--- src/rtl/io_gpio_ctrl.sv ---
// Memory-mapped GPIO block for the IO region (address[12]=1): debounced switches, LED register,
// sticky rising-edge status with maskable irq. Define GPIO_FALL_EDGE_EN to add the FALL register.
module io_gpio_ctrl #(
    parameter int DEBOUNCE_CYCLES = 16,
    parameter int SW_W            = 8,
    parameter int LED_W           = 8
) (
    input  logic             clk,
    input  logic             reset,
    input  logic [63:0]      address,
    input  logic [63:0]      datawrite,
    input  logic             memwr,
    input  logic             memrd,
    input  logic [SW_W-1:0]  sw_raw,
    output logic [63:0]      dataread_io,
    output logic             io_rd_valid,
    output logic [LED_W-1:0] leds,
    output logic             irq
);
    localparam int CNT_W = (DEBOUNCE_CYCLES > 2) ? $clog2(DEBOUNCE_CYCLES) : 1;
    localparam logic [CNT_W-1:0] CNT_LAST = CNT_W'(DEBOUNCE_CYCLES - 1);

    logic       io_hit;
    logic [2:0] offset;
    logic       wr_en;
    logic       unused_bits;

    assign io_hit      = address[12];
    assign offset      = address[5:3];
    assign wr_en       = memwr & io_hit;
    assign io_rd_valid = memrd & io_hit;
    assign unused_bits = ^{address[63:13], address[11:6], address[2:0], datawrite};

    logic [SW_W-1:0]  sw_s1_q, sw_s2_q;
    logic [SW_W-1:0]  sw_stable_q, sw_stable_d, sw_prev_q;
    logic [CNT_W-1:0] cnt_q [SW_W];
    logic [CNT_W-1:0] cnt_d [SW_W];
    logic [LED_W-1:0] leds_q, leds_d;
    logic [SW_W-1:0]  edge_q, edge_d, edge_clr, rise;
    logic [SW_W-1:0]  mask_q, mask_d;
    logic             irq_q, irq_d;
`ifdef GPIO_FALL_EDGE_EN
    logic [SW_W-1:0]  fall_q, fall_d, fall_clr, fell;
`endif

    // Per-bit debounce: a bounce back to the stable level restarts the count.
    always_comb begin
        for (int i = 0; i < SW_W; i++) begin
            cnt_d[i]       = cnt_q[i];
            sw_stable_d[i] = sw_stable_q[i];
            if (sw_s2_q[i] == sw_stable_q[i]) begin
                cnt_d[i] = '0;
            end else if (cnt_q[i] == CNT_LAST) begin
                sw_stable_d[i] = sw_s2_q[i];
                cnt_d[i]       = '0;
            end else begin
                cnt_d[i] = cnt_q[i] + CNT_W'(1);
            end
        end
    end

    always_comb begin
        rise     = sw_stable_q & ~sw_prev_q;
        leds_d   = leds_q;
        mask_d   = mask_q;
        edge_clr = '0;
`ifdef GPIO_FALL_EDGE_EN
        fell     = sw_prev_q & ~sw_stable_q;
        fall_clr = '0;
`endif
        if (wr_en) begin
            case (offset)
                3'd1: leds_d   = datawrite[LED_W-1:0];
                3'd2: edge_clr = datawrite[SW_W-1:0];
                3'd3: mask_d   = datawrite[SW_W-1:0];
`ifdef GPIO_FALL_EDGE_EN
                3'd4: fall_clr = datawrite[SW_W-1:0];
`endif
                default: ;
            endcase
        end
        // New edges are OR-ed in after the clear so a same-cycle set survives.
        edge_d = (edge_q & ~edge_clr) | rise;
`ifdef GPIO_FALL_EDGE_EN
        fall_d = (fall_q & ~fall_clr) | fell;
        irq_d  = |((edge_q | fall_q) & mask_q);
`else
        irq_d  = |(edge_q & mask_q);
`endif
    end

    always_comb begin
        dataread_io = '0;
        if (io_hit) begin
            case (offset)
                3'd0: dataread_io = 64'(sw_stable_q);
                3'd1: dataread_io = 64'(leds_q);
                3'd2: dataread_io = 64'(edge_q);
                3'd3: dataread_io = 64'(mask_q);
`ifdef GPIO_FALL_EDGE_EN
                3'd4: dataread_io = 64'(fall_q);
`endif
                default: dataread_io = '0;
            endcase
        end
    end

    always_ff @(posedge clk) begin
        if (reset) begin
            sw_s1_q     <= '0;
            sw_s2_q     <= '0;
            sw_stable_q <= '0;
            sw_prev_q   <= '0;
            for (int i = 0; i < SW_W; i++) cnt_q[i] <= '0;
            leds_q      <= '0;
            edge_q      <= '0;
            mask_q      <= '0;
            irq_q       <= 1'b0;
`ifdef GPIO_FALL_EDGE_EN
            fall_q      <= '0;
`endif
        end else begin
            sw_s1_q     <= sw_raw;
            sw_s2_q     <= sw_s1_q;
            sw_stable_q <= sw_stable_d;
            sw_prev_q   <= sw_stable_q;
            for (int i = 0; i < SW_W; i++) cnt_q[i] <= cnt_d[i];
            leds_q      <= leds_d;
            edge_q      <= edge_d;
            mask_q      <= mask_d;
            irq_q       <= irq_d;
`ifdef GPIO_FALL_EDGE_EN
            fall_q      <= fall_d;
`endif
        end
    end

    assign leds = leds_q;
    assign irq  = irq_q;

endmodule

--- config.mk ---
export PLATFORM = sky130hd
export DESIGN_NAME = io_gpio_ctrl
export DESIGN_NICKNAME = d
export VERILOG_FILES = /design/src/rtl/io_gpio_ctrl.sv
export SDC_FILE = /design/constraint.sdc
export NUM_CORES = 1
export LEC_CHECK = 0
export ABC_CLOCK_PERIOD_IN_PS = 1200
export BUFFER_PORTS_ARGS = -buffer_cell sky130_fd_sc_hd__buf_2
export CORE_MARGIN = 1.5
export CORE_UTILIZATION = 41
export CTS_CLUSTER_SIZE = 8
export DETAILED_ROUTE_END_ITERATION = 10
export GPL_TIMING_DRIVEN = 0
export PLACE_DENSITY = 0.77
export REMOVE_ABC_BUFFERS = 1
export SYNTH_ARGS = -nofsm -noshare
export SYNTH_HDL_FRONTEND = slang
export SYNTH_SLANG_ARGS = --single-unit
--- constraint.sdc ---
create_clock -name clk -period 1.2 [get_ports clk]
set_input_delay 0.06 -clock clk [delete_from_list [all_inputs] [get_ports clk]]
set_output_delay 0.06 -clock clk [all_outputs]
set_load 0.01 [all_outputs]
======== After elaboration in Yosys (flattened, before gate mapping) ========
Memories as Yosys holds them, arrays and structs flattened.
Index checks and enable logic that the tools add are counted.
word-level totals
  register bits after elaboration ......... 57
  latch bits .............................. 0
  bits in writable memories ............... 32
  ROM bits ................................ 0
  input bits .............................. 140
  output and inout port bits .............. 74
  logic and storage cells ................. 110
  memories ................................ 1
memory list
  memory  words  bits a word  read ports  clocked after memory_dff  write ports  line  text
  cnt_q   8      4            8           0                         8            36    logic [CNT_W-1:0] cnt_q [SW_W];
cells by class
  $add $sub $neg .......................... 8
  multiply operators ...................... 0
  div/mod/pow operators ................... 0
  $lt $le $gt $ge ......................... 0
  eq/ne operators ......................... 19
  shift operators ......................... 0
  muxes and demuxes ....................... 31
  bitwise gates (word level) .............. 24
  reductions and logical operators ........ 12
operators with widths
  cell                   count
  $mux W4                24
  $add A4 B1 Y4 const B  8
  $eq A4 B4 Y1 const B   8
  $pmux W8 S4            1
  $and A8 B8 Y8          3
  $mux W8                3
  $reduce_and A2 Y1      10
  $not A8 Y8             2
  $eq A1 B1 Y1           8
  $not A1 Y1             8
  $or A1 B1 Y1           8
  $or A8 B8 Y8           1
  $reduce_or A8 Y1       1
  $eq A3 B2 Y1 const B   2
  $eq A3 B1 Y1 const B   1
  $logic_not A3 Y1       1
  $mux W1                3
  $and A1 B1 Y1          2

======== Logic depth before layout (Yosys ltp) ========
Gate-level depths: netlist (run 1).
  depth in word-level cells ............... 6
  mapped depth ............................ 5
  gate-level depth less buffers ........... 4

======== Least setup slack after synthesis (run 1) ========
No wires, ideal clock.
  path kind ............................... register -> register
  start ................................... mem cnt_q[1][4] (netlist bit)
  end ..................................... mem cnt_q[1][6] (netlist bit)
  library setup time ...................... 0.064 ns
  arrival time ............................ 1.190 ns
  data required time ...................... 1.136 ns
  path slack .............................. -0.055 ns
  stages on the path, launching flop included .. 5
  path buffers ............................ 0
  period minus slack after synthesis ...... 1.255 ns
  cells stage by stage .................... dfxtp_1 ha_1 and3_1 or3_1 nor2_1
RTL lines
  item             line
  start, declared  36

======== Worst setup path after layout (run 1) ========
  start ................................... reg edge_q[6]
  end ..................................... out dataread_io[6]
between the ends
  longest elaborated chain between the ends .. 2
ends and longest elaborated chain
  item                    line  text
  start, declared         39    logic [SW_W-1:0] edge_q, edge_d, edge_clr, rise;
  start signal, assigned  129   edge_q <= edge_d;
  $pmux W8 S4             95    case (offset)
  $mux W8                 94    if (io_hit) begin
  end, declared           15    output logic [63:0] dataread_io,
Every way passes these cells.

==> summary.txt, run 1 <==
Status - finished, violations left
Failing checks - negative setup slack
Leading area contributor after synthesis - dfxtp_1
Synthesis-to-finish area growth - 25.4%
CP Capture Type - output pin
Clk pin slew, worst setup/hold paths - 0.09 ns
RSZ-0062 raised after global routing - true
Placer Congestion - 0.771
FF+latch area - 1840 sq um
DR WL/cell - 12.5 um
CORE AREA - 9370 sq um
Worst Hold Class - in2reg
Critical path type - reg2out
# DRC - 0
Crit path max fanout - 2
Ys async rst share - 0%
Synth area leaders - dfxtp_1, buf_4, mux2i_1
Synth Flop Type - dfxtp_1
Finished Cell Area - 5020 sq um
Initial DRC count - 107
Aggregate routed wire length - 7820 um
Post-synthesis cell area - 4000 sq um
Number of synthesized flops with an enable pin - 0
HPWL Detailed - 4810 um
Initial core utilization - 42.7%
Yosys reg bits - 89
Commonest cells in the netlist - dfxtp_1, buf_4, nor2_1
N_diodes - 0
Slew @ Worst Pin - 0.685 ns
Ys Warns - 0
# fillers - 868
PwrDens - 1080 nW/um^2
Final #Nets - 641
CTS root buffer - clkbuf_8
Slew HR - 54.3%
Clock Latency Late Sink - 0.35 ns
Clk sinks - 89
Die width - 102 um
Final WS setup - -0.269 ns
First-pass GRT wire length - 12300 um
DRT Pass-1 Iters - 5
Top cell type's share of synthesized area - 44.5%
Cell Area, Placed - 4070 sq um
Clk_skew - 0.0126 ns
Die H - 102 um
Final Hold Slack - 0.0176 ns
All-layer global routing usage - 15.4%
Antenna violations before repair - 0
Antenna Violating Nets Remaining - 0
Final Hold Viols - 0
Cells after synthesis - 403
Worst ir drop on vdd - 771 uV
Most frequent cell after synthesis - dfxtp_1
Overall via count from detail_route - 2844
GRT overflow - 0
Area of the multi-input gates - 2110 sq um
H-tree levels - 3
Tmin final - 1.47 ns
Final period util - 122%
Row cnt - 35
Setup Viol. Count Final - 23
Deepest clock path buffer count - 2
CP Launch Type - flop
Distinct cells, synth - 29
P_leak - 2.08 nW
Sequential cell area fraction in the yosys report - 44.5%
Ports - 214
Critical Path AT - 1.41 ns
Post-Syn Area per Cell - 9.93 sq um
Vias in the first global route - 2718
CP Data Required Time - 1.14 ns
Max Cap Viol - 0
Final core utilization - 53.6%
Max Slew Vio Count - 0
# port buffers - 41
Die area - 10400 sq um
CTS Buf Count - 9
Max frequency - 681 MHz
Largest net degree at the start of global routing - 74
Routed vias/inst - 4.54
Layout cell share with drive strength beyond 1 - 40.0%
Clock tree from TritonCTS - done
==> cells in the final DEF, fill, tap and decap left out, drive strengths merged, types with 10 or more instances in the layout <==
master	instances
dfxtp	89
buf	81
conb	56
nor2	40
mux2i	38
nand2b	25
nor2b	25
inv	16
xnor2	16
dlygate4sd3	12
clkbuf	10
==> where the power goes <==
part | leakage, nW | switching [mW] | total [mW] | internal [mW]
registers | 0.743 | 0.0227 | 3.01 | 2.99
logic | 1.24 | 0.237 | 0.396 | 0.159
clock network | 0.0912 | 1.05 | 2.00 | 0.957
==> sequential cells by signal, summed over array words and instances, names as in the netlist <==
signal	flops
sw_s2_q	8
sw_prev_q	8
sw_stable_q	8
mask_q	8
sw_s1_q	8
leds	8
edge_q	8
cnt_q	32
irq	1
==> worst max-delay path, stage by stage, from the launching register on <==
cell and delay [ns]:
dfxtp_2 0.33, mux4_2 0.44, and2_4 0.18, buf_6 0.11
==> routing by layer <==
layer | GRT usage [%] | wire (um) | vias to the layer above
met5 | 0 | 0 | -
met1 | 18.5 | 3270 | 1321
met4 | 3.10 | 57 | 0
met2 | 27.2 | 3870 | 121
met3 | 4.62 | 626 | 6
li1 | - | - | 1396
==> what timing repair did <==
action	in CTS	in global routing
setup buffers	36	6
hold endpoints to repair	12	0
gates resized for setup	72	37
pin swaps	28	16
gates cloned	0	0
hold buffers	12	0
endpoints found under the setup margin	48	58
==> through the flow <==
| stage | TNS, ns | worst slack (ns) | power, mW | cells |
|---|---|---|---|---|
| finish | -0.946 | -0.269 | 5.41 | 627 |
| CTS | -0.867 | -0.290 | 5.44 | 622 |
| global route | -2.40 | -0.310 | 5.63 | 627 |
| floorplan | -0.856 | -0.0545 | 3.28 | 388 |
| global placement | -13.46 | -0.444 | 3.40 | 558 |
| detailed placement | -14.11 | -0.496 | 3.40 | 558 |
==> logic make-up after synthesis <==
group | count (synthesis) | share of synthesized area [%]
buffers and inverters | 86 | 14.1
AO/OA/AOI/OAI | 28 | 5.06
AND/OR/NAND/NOR | 128 | 18.4
adder cells (fa/ha/maj) | 8 | 2.50
XOR/XNOR | 24 | 5.25
multiplexers | 39 | 10.1
flip-flops | 89 | 44.5
other | 1 | 0.0937
==> final timing paths <==
check,startpoint,endpoint,slack [ns],cells after the start
worst max register to register,cnt_q[0][12],cnt_q[0][14],-0.02,4
worst max-delay path,edge_q[6],dataread_io[6],-0.27,3
worst min register to register,sw_s1_q[4],sw_s2_q[4],0.44,1
worst min-delay path,datawrite[0],leds[0],0.02,3
==> area by class of cell <==
type / count / area share, %
Clock inverter: 7 / 1.42
Sequential cell: 89 / 36.6
Clock buffer: 9 / 2.47
Multi-Input combinational cell: 283 / 42.0
Tap cell: 129 / 3.22
Inverter: 16 / 1.20
Timing Repair Buffer: 94 / 13.1
(Power assumes the default switching activity.)
==> inputs of run 2 (changes only) <==
- CELL_PAD_IN_SITES_DETAIL_PLACEMENT: unset -> 2
- CELL_PAD_IN_SITES_GLOBAL_PLACEMENT: unset -> 2
- CORE_UTILIZATION: 41 -> 23
- PLACE_DENSITY: 0.77 -> unset
- PLACE_DENSITY_LB_ADDON: unset -> 0.2
- SKIP_LAST_GASP: unset -> 1
==> run 2 against run 1 <==
Against the previous run:
- the run still ends with negative setup slack left
- maximum frequency increased by 0.86%
- global-route usage shrank 4.0 points
- sequential share of layout area is 1.1 points lower
- sequential power barely moved
- die area increased by 76%
- combinational power about the same
- count of clock-buffer cells in the layout rose by 4
- first-iteration DRC count shrank 57%
- design area is 3.1% higher
==> summary.txt, run 2 (synthesized netlist as in run 1, its figures left out) <==
DR WL/cell - 13.5 um (was 12.5 um)
Clk pin slew, worst setup/hold paths - 0.06 ns (was 0.09 ns)
Row cnt - 48 (was 35)
Aggregate routed wire length - 9720 um (was 7820 um)
RR Endpoint - cnt_q[0][3] (was cnt_q[0][14])
Clk pwr share - 45.3% (was 37.0%)
Worst path max stage delay - 0.45 ns (was 0.44 ns)
N_diodes - 0 (unchanged)
# port buffers - 41 (unchanged)
FF+latch area - 1830 sq um (was 1840 sq um)
CTS root buffer - clkbuf_16 (was clkbuf_8)
Slew @ Worst Pin - 0.716 ns (was 0.685 ns)
Hold Crit Depth - 3 (unchanged)
Final period util - 121% (was 122%)
Clock Latency Late Sink - 0.34 ns (was 0.35 ns)
Placer Congestion - 0.692 (was 0.771)
Antenna Violating Nets Remaining - 0 (unchanged)
CP Launch Type - flop (unchanged)
Sequential share of power - 48.4% (was 55.7%)
Final cell count without fillers - 718 (was 627)
Overall via count from detail_route - 2852 (was 2844)
Net Switching - 1.43 mW (was 1.31 mW)
Register-to-Register Setup Slack - -0.06 ns (was -0.02 ns)
Hold_sp - datawrite[4] (was datawrite[0])
P_leak - 2.10 nW (was 2.08 nW)
# fillers - 1958 (was 868)
Net Sw Frac - 22.9% (was 24.1%)
Tmin final - 1.46 ns (was 1.47 ns)
Cell Area, Placed - 4190 sq um (was 4070 sq um)
Deepest clock path buffer count - 2 (unchanged)
Max Cap Viol - 0 (unchanged)
DP Cell Count - 654 (was 558)
Worst-path cell chain - mux4_2 > and2_4 > buf_6 (unchanged)
Combinational Power Share - 6.4% (was 7.3%)
Commonest cells after routing, fill and taps aside - conb_1, dfxtp_1, dfxtp_2 (unchanged)
DRT Pass-1 Iters - 4 (was 5)
Max frequency - 686 MHz (was 681 MHz)
Failing checks - negative setup slack (unchanged)
Critical Path AT - 1.40 ns (was 1.41 ns)
Setup Viol. Count Final - 18 (was 23)
Initial DRC count - 46 (was 107)
All-layer global routing usage - 11.3% (was 15.4%)
Most common cell after layout, fill and taps aside - conb_1 (unchanged)
Ports - 214 (unchanged)
Die width - 135 um (was 102 um)
Routed vias/inst - 3.97 (was 4.54)
Crit path max fanout - 2 (unchanged)
Largest net degree at the start of global routing - 74 (unchanged)
Finished Cell Area - 5170 sq um (was 5020 sq um)
Clock tree from TritonCTS - done (unchanged)
# DRC - 0 (unchanged)
Vias in the first global route - 3134 (was 2718)
CP Data Required Time - 1.14 ns (about the same)
Hold EP - mask_q[4] (was leds[0])
Slew HR - 52.3% (was 54.3%)
CTS Buf Count - 9 (unchanged)
RSZ-0062 raised after global routing - true (unchanged)
Die H - 135 um (was 102 um)
Critical path type - reg2out (unchanged)
Final WS setup - -0.257 ns (was -0.269 ns)
Number of flip-flops in the largest register - 32 (unchanged)
Layout cell share with drive strength beyond 1 - 39.1% (was 40.0%)
Slowest CP cell - mux4_2 (unchanged)
Die area - 18200 sq um (was 10400 sq um)
FF-to-FF path depth - 4 (unchanged)
Initial core utilization - 23.3% (was 42.7%)
Status - finished, violations left (unchanged)
CORE AREA - 17200 sq um (was 9370 sq um)
Final #Nets - 636 (was 641)
Synthesis-to-finish area growth - 29.3% (was 25.4%)
Antenna violations before repair - 0 (unchanged)
Clk_skew - 0.00561 ns (was 0.0126 ns)
Area of the multi-input gates - 2100 sq um (was 2110 sq um)
HPWL Detailed - 6400 um (was 4810 um)
PwrDens - 1210 nW/um^2 (was 1080 nW/um^2)
Clk sinks - 89 (unchanged)
Worst r2r src - cnt_q[0][0] (was cnt_q[0][12])
Worst Hold Class - in2reg (unchanged)
CP Capture Type - output pin (unchanged)
First-pass GRT wire length - 15600 um (was 12300 um)
P_int - 4.81 mW (was 4.11 mW)
Max Slew Vio Count - 0 (unchanged)
GRT overflow - 0 (unchanged)
H-tree levels - 3 (unchanged)
Final Hold Viols - 0 (unchanged)
Final core utilization - 30.1% (was 53.6%)
Largest Register - cnt_q (unchanged)
Worst ir drop on vdd - 498 uV (was 771 uV)
==> run 2: final cells by class <==
type                            instances  area share [%]
Multi-Input combinational cell        283            40.6
Sequential cell                        89            35.5
Timing Repair Buffer                   89            11.7
Tap cell                              225            5.44
Clock buffer                           13            4.84
Inverter                               16            1.16
Clock inverter                          3           0.774
==> run 2: how the worst max path moves through the flow <==
| stage | startpoint | endpoint | depth (start not counted) |
|---|---|---|---|
| finish | mask_q[6] | dataread_io[6] | 3 |
| global route | mask_q[6] | dataread_io[6] | 3 |
| detailed placement | address[5] | leds[3] | 4 |
| floorplan | cnt_q[1][4] | cnt_q[1][6] | 4 |
| CTS | mask_q[6] | dataread_io[6] | 3 |
| global placement | address[5] | leds[7] | 4 |
==> run 2: what timing repair did <==
action                                  CTS  global route
pin swaps                                31            14
gates cloned                              0             0
hold buffers                              8             0
gates resized for setup                  70            35
buffers inserted                         28            12
endpoints found under the setup margin   60            59
hold endpoints to repair                  8             0
==> run 2: layer usage <==
metal / vias to the layer above / track usage, % / part of all wire [%] / wire length [um]
met5: - / 0 / 0 / 0
met4: 0 / 5.56 / 1.9 / 189
met3: 13 / 2.03 / 3.2 / 310
met2: 66 / 19.8 / 50 / 4890
met1: 1387 / 13.3 / 45 / 4330
li1: 1386 / - / - / -
==> run 2: per-stage QoR <==
step	power (mW)	setup TNS (ns)	hold WS [ns]	setup WS (ns)
3_3_place_gp	3.42	-24.63	0.275	-0.550
3_5_place_dp	3.43	-24.16	0.276	-0.558
2_1_floorplan	3.28	-0.856	0.132	-0.0545
4_1_cts	6.33	-1.12	0.0127	-0.275
6_report	6.24	-0.994	0.0197	-0.257
5_1_grt	6.53	-2.52	0.0351	-0.292
==> run 2: critical path: cells and delay by family (launching register included) <==
kind                   cells  cell delay (ns)
buffers and inverters      1             0.11
DFF                        1             0.32
muxes                      1             0.45
and+or+nand+nor            1             0.18
==> run 2: power groups by stage <==
stage | registers [mW] | logic [mW] | clock network, mW
after detailed placement | 3.08 | 0.342 | 0
after global placement | 3.08 | 0.339 | 0
after CTS | 3.02 | 0.384 | 2.93
after floorplan | 3.08 | 0.199 | 0
final | 3.02 | 0.397 | 2.83
after global routing | 3.02 | 0.447 | 3.06
==> inputs of run 3 (changes only) <==
- ABC_CLOCK_PERIOD_IN_PS: 1200 -> 1800
- CORE_UTILIZATION: 23 -> 27
- clock period: 1.2 -> 1.8 ns (I/O delays scaled with it)
==> run 3 against run 2 <==
Against the previous run:
- the flow now finishes without violations
- core utilization grew 1.2 points
- count of clock-buffer cells in the layout shrank 2
- total power shrank 32%
- non-clock buffer count shrank 40
- critical path depth is the same
- via count shrank 6.4%
- sequential share of layout area grew 3.9 points
- first-iteration DRC count grew 89%
- final cell count shrank 11%
- routed wire length shrank 7.5%
- setup slack gained 0.47 ns
- global-route usage grew 0.73 points
==> summary.txt, run 3 (synthesized netlist as in run 1, its figures left out) <==
Post-place setup slack - -0.0692 ns (was -0.558 ns)
Critical path type - reg2out (unchanged)
Hold_sp - datawrite[1] (was datawrite[4])
Worst r2r src - cnt_q[1][4] (was cnt_q[0][0])
Max Slew Vio Count - 0 (unchanged)
Critical Path AT - 1.49 ns (was 1.40 ns)
Layout cell share with drive strength beyond 1 - 14.3% (was 39.1%)
Placer Congestion - 0.688 (was 0.692)
N_diodes - 0 (unchanged)
Crit path max fanout - 4 (was 2)
Tmin final - 1.58 ns
Setup Viol. Count Final - 0 (was 18)
Hold Crit Depth - 3 (unchanged)
Worst ir drop on vdd - 480 uV (was 498 uV)
Synthesis-to-finish area growth - 13.2% (was 29.3%)
Final period util - 88.0%
Worst Hold Class - in2reg (unchanged)
Final #Nets - 596 (was 636)
First-pass GRT wire length - 14600 um (was 15600 um)
FF-to-FF path depth - 4 (unchanged)
All-layer global routing usage - 12.0% (was 11.3%)
Ports - 214 (unchanged)
Clock Latency Late Sink - 0.35 ns (was 0.34 ns)
Die width - 125 um (was 135 um)
DR WL/cell - 14.1 um (was 13.5 um)
Commonest cells after routing, fill and taps aside - dfxtp_1, conb_1, buf_2 (was conb_1, dfxtp_1, dfxtp_2)
Clk sinks - 89 (unchanged)
Slew HR - 17.4% (was 52.3%)
Antenna violations before repair - 0 (unchanged)
Net Switching - 977 uW (was 1.43 mW)
Antenna Violating Nets Remaining - 0 (unchanged)
Deepest clock path buffer count - 2 (unchanged)
Clk pin slew, worst setup/hold paths - 0.07 ns (was 0.06 ns)
CP Launch Type - flop (unchanged)
GRT overflow - 0 (unchanged)
PwrDens - 943 nW/um^2 (was 1210 nW/um^2)
Max frequency - 631 MHz
Status - finished, final reports clean (was finished, violations left)
Final WS setup - 0.216 ns (was -0.257 ns)
Die area - 15600 sq um (was 18200 sq um)
# port buffers - 41 (unchanged)
H-tree levels - 3 (unchanged)
Combinational Power Share - 5.6% (was 6.4%)
# DRC - 0 (unchanged)
Total power - 4.27 mW (was 6.24 mW)
CTS root buffer - clkbuf_16 (unchanged)
Register-to-Register Setup Slack - 0.44 ns (was -0.06 ns)
Overall via count from detail_route - 2670 (was 2852)
RSZ-0062 raised after global routing - false (was true)
Number of flip-flops in the largest register - 32 (unchanged)
Largest net degree at the start of global routing - 74 (unchanged)
CTS Buf Count - 9 (unchanged)
CORE AREA - 14500 sq um (was 17200 sq um)
Max Cap Viol - 0 (unchanged)
Clk_skew - 0.00883 ns (was 0.00561 ns)
Clk pwr share - 47.4% (was 45.3%)
Slew @ Worst Pin - 1.24 ns (was 0.716 ns)
Post CTS Setup Buffer Count - 0 (was 28)
Net Sw Frac - 22.9% (about the same)
Clock tree from TritonCTS - done (unchanged)
Sequential share of power - 47.0% (was 48.4%)
Hold EP - mask_q[1] (was mask_q[4])
Initial core utilization - 27.6% (was 23.3%)
Vias in the first global route - 2840 (was 3134)
Routed vias/inst - 4.19 (was 3.97)
Fin Setup TNS - 0 ns (was -0.994 ns)
P_int - 3.30 mW (was 4.81 mW)
Largest Register - cnt_q (unchanged)
Row cnt - 44 (was 48)
Final Hold Viols - 0 (unchanged)
HPWL Detailed - 6270 um (was 6400 um)
Most common cell after layout, fill and taps aside - dfxtp_1 (was conb_1)
DRT Pass-1 Iters - 4 (unchanged)
Die H - 125 um (was 135 um)
CP Data Required Time - 1.71 ns (was 1.14 ns)
RR Endpoint - cnt_q[1][7] (was cnt_q[0][3])
CP Capture Type - output pin (unchanged)
Initial DRC count - 87 (was 46)
P_leak - 1.91 nW (was 2.10 nW)
Aggregate routed wire length - 8990 um (was 9720 um)
## run 3: worst max-delay path: stages, from the launching register on
cell and delay, ns:
dfxtp_1 0.35, mux4_2 0.46, and2_1 0.19, buf_2 0.14
## run 3: timing repair
| action | CTS | global route |
|---|---|---|
| resized for setup | 0 | 0 |
| hold endpoints to repair | 8 | 0 |
| hold buffers | 8 | 0 |
## run 3: metrics by stage
stage / util (%) / cell area [sq um] / hold slack [ns] / instances
3_5_place_dp: 28.6 / 4140 / 0.305 / 613
3_3_place_gp: 28.6 / 4140 / 0.304 / 613
4_1_cts: 31.3 / 4530 / 0.0445 / 637
6_report: 31.3 / 4530 / 0.0507 / 637
5_1_grt: 31.3 / 4530 / 0.0526 / 637
2_1_floorplan: - / 3700 / 0.162 / 388
## run 3: area by class of cell
| cell class | count | area, sq um |
|---|---|---|
| fill | 1651 | 9950 |
| multi-input combinational | 283 | 1860 |
| sequential | 89 | 1780 |
| timing repair buffer | 49 | 285 |
| clock buffer | 11 | 233 |
| tap | 184 | 230 |
| clock inverter | 5 | 80.1 |
| inverter | 16 | 60.1 |
## run 3: per-layer routing
layer / wire length [um] / GRT usage [%] / vias to the layer above
met1: 4030 / 13.9 / 1293
met4: 128 / 4.26 / 0
met2: 4370 / 20.6 / 69
li1: - / - / 1300
met3: 465 / 4.25 / 8
met5: 0 / 0 / -
## run 3: how the worst max path moves through the flow
stage	startpoint	to	cells past startpoint
after floorplan	cnt_q[1][4]	cnt_q[1][6]	4
after global placement	address[5]	leds[7]	4
after detailed placement	address[5]	leds[0]	4
after CTS	sw_stable_q[6]	dataread_io[6]	3
after global routing	sw_stable_q[6]	dataread_io[6]	3
final	sw_stable_q[6]	dataread_io[6]	3
## run 3: power by group through the flow
| stage | registers (mW) | clock network, mW | logic [mW] |
|---|---|---|---|
| finish | 2.01 | 2.02 | 0.239 |
| CTS | 2.01 | 2.11 | 0.241 |
| floorplan | 2.05 | 0 | 0.132 |
| global placement | 2.05 | 0 | 0.223 |
| global route | 2.01 | 2.18 | 0.264 |
| detailed placement | 2.06 | 0 | 0.227 |
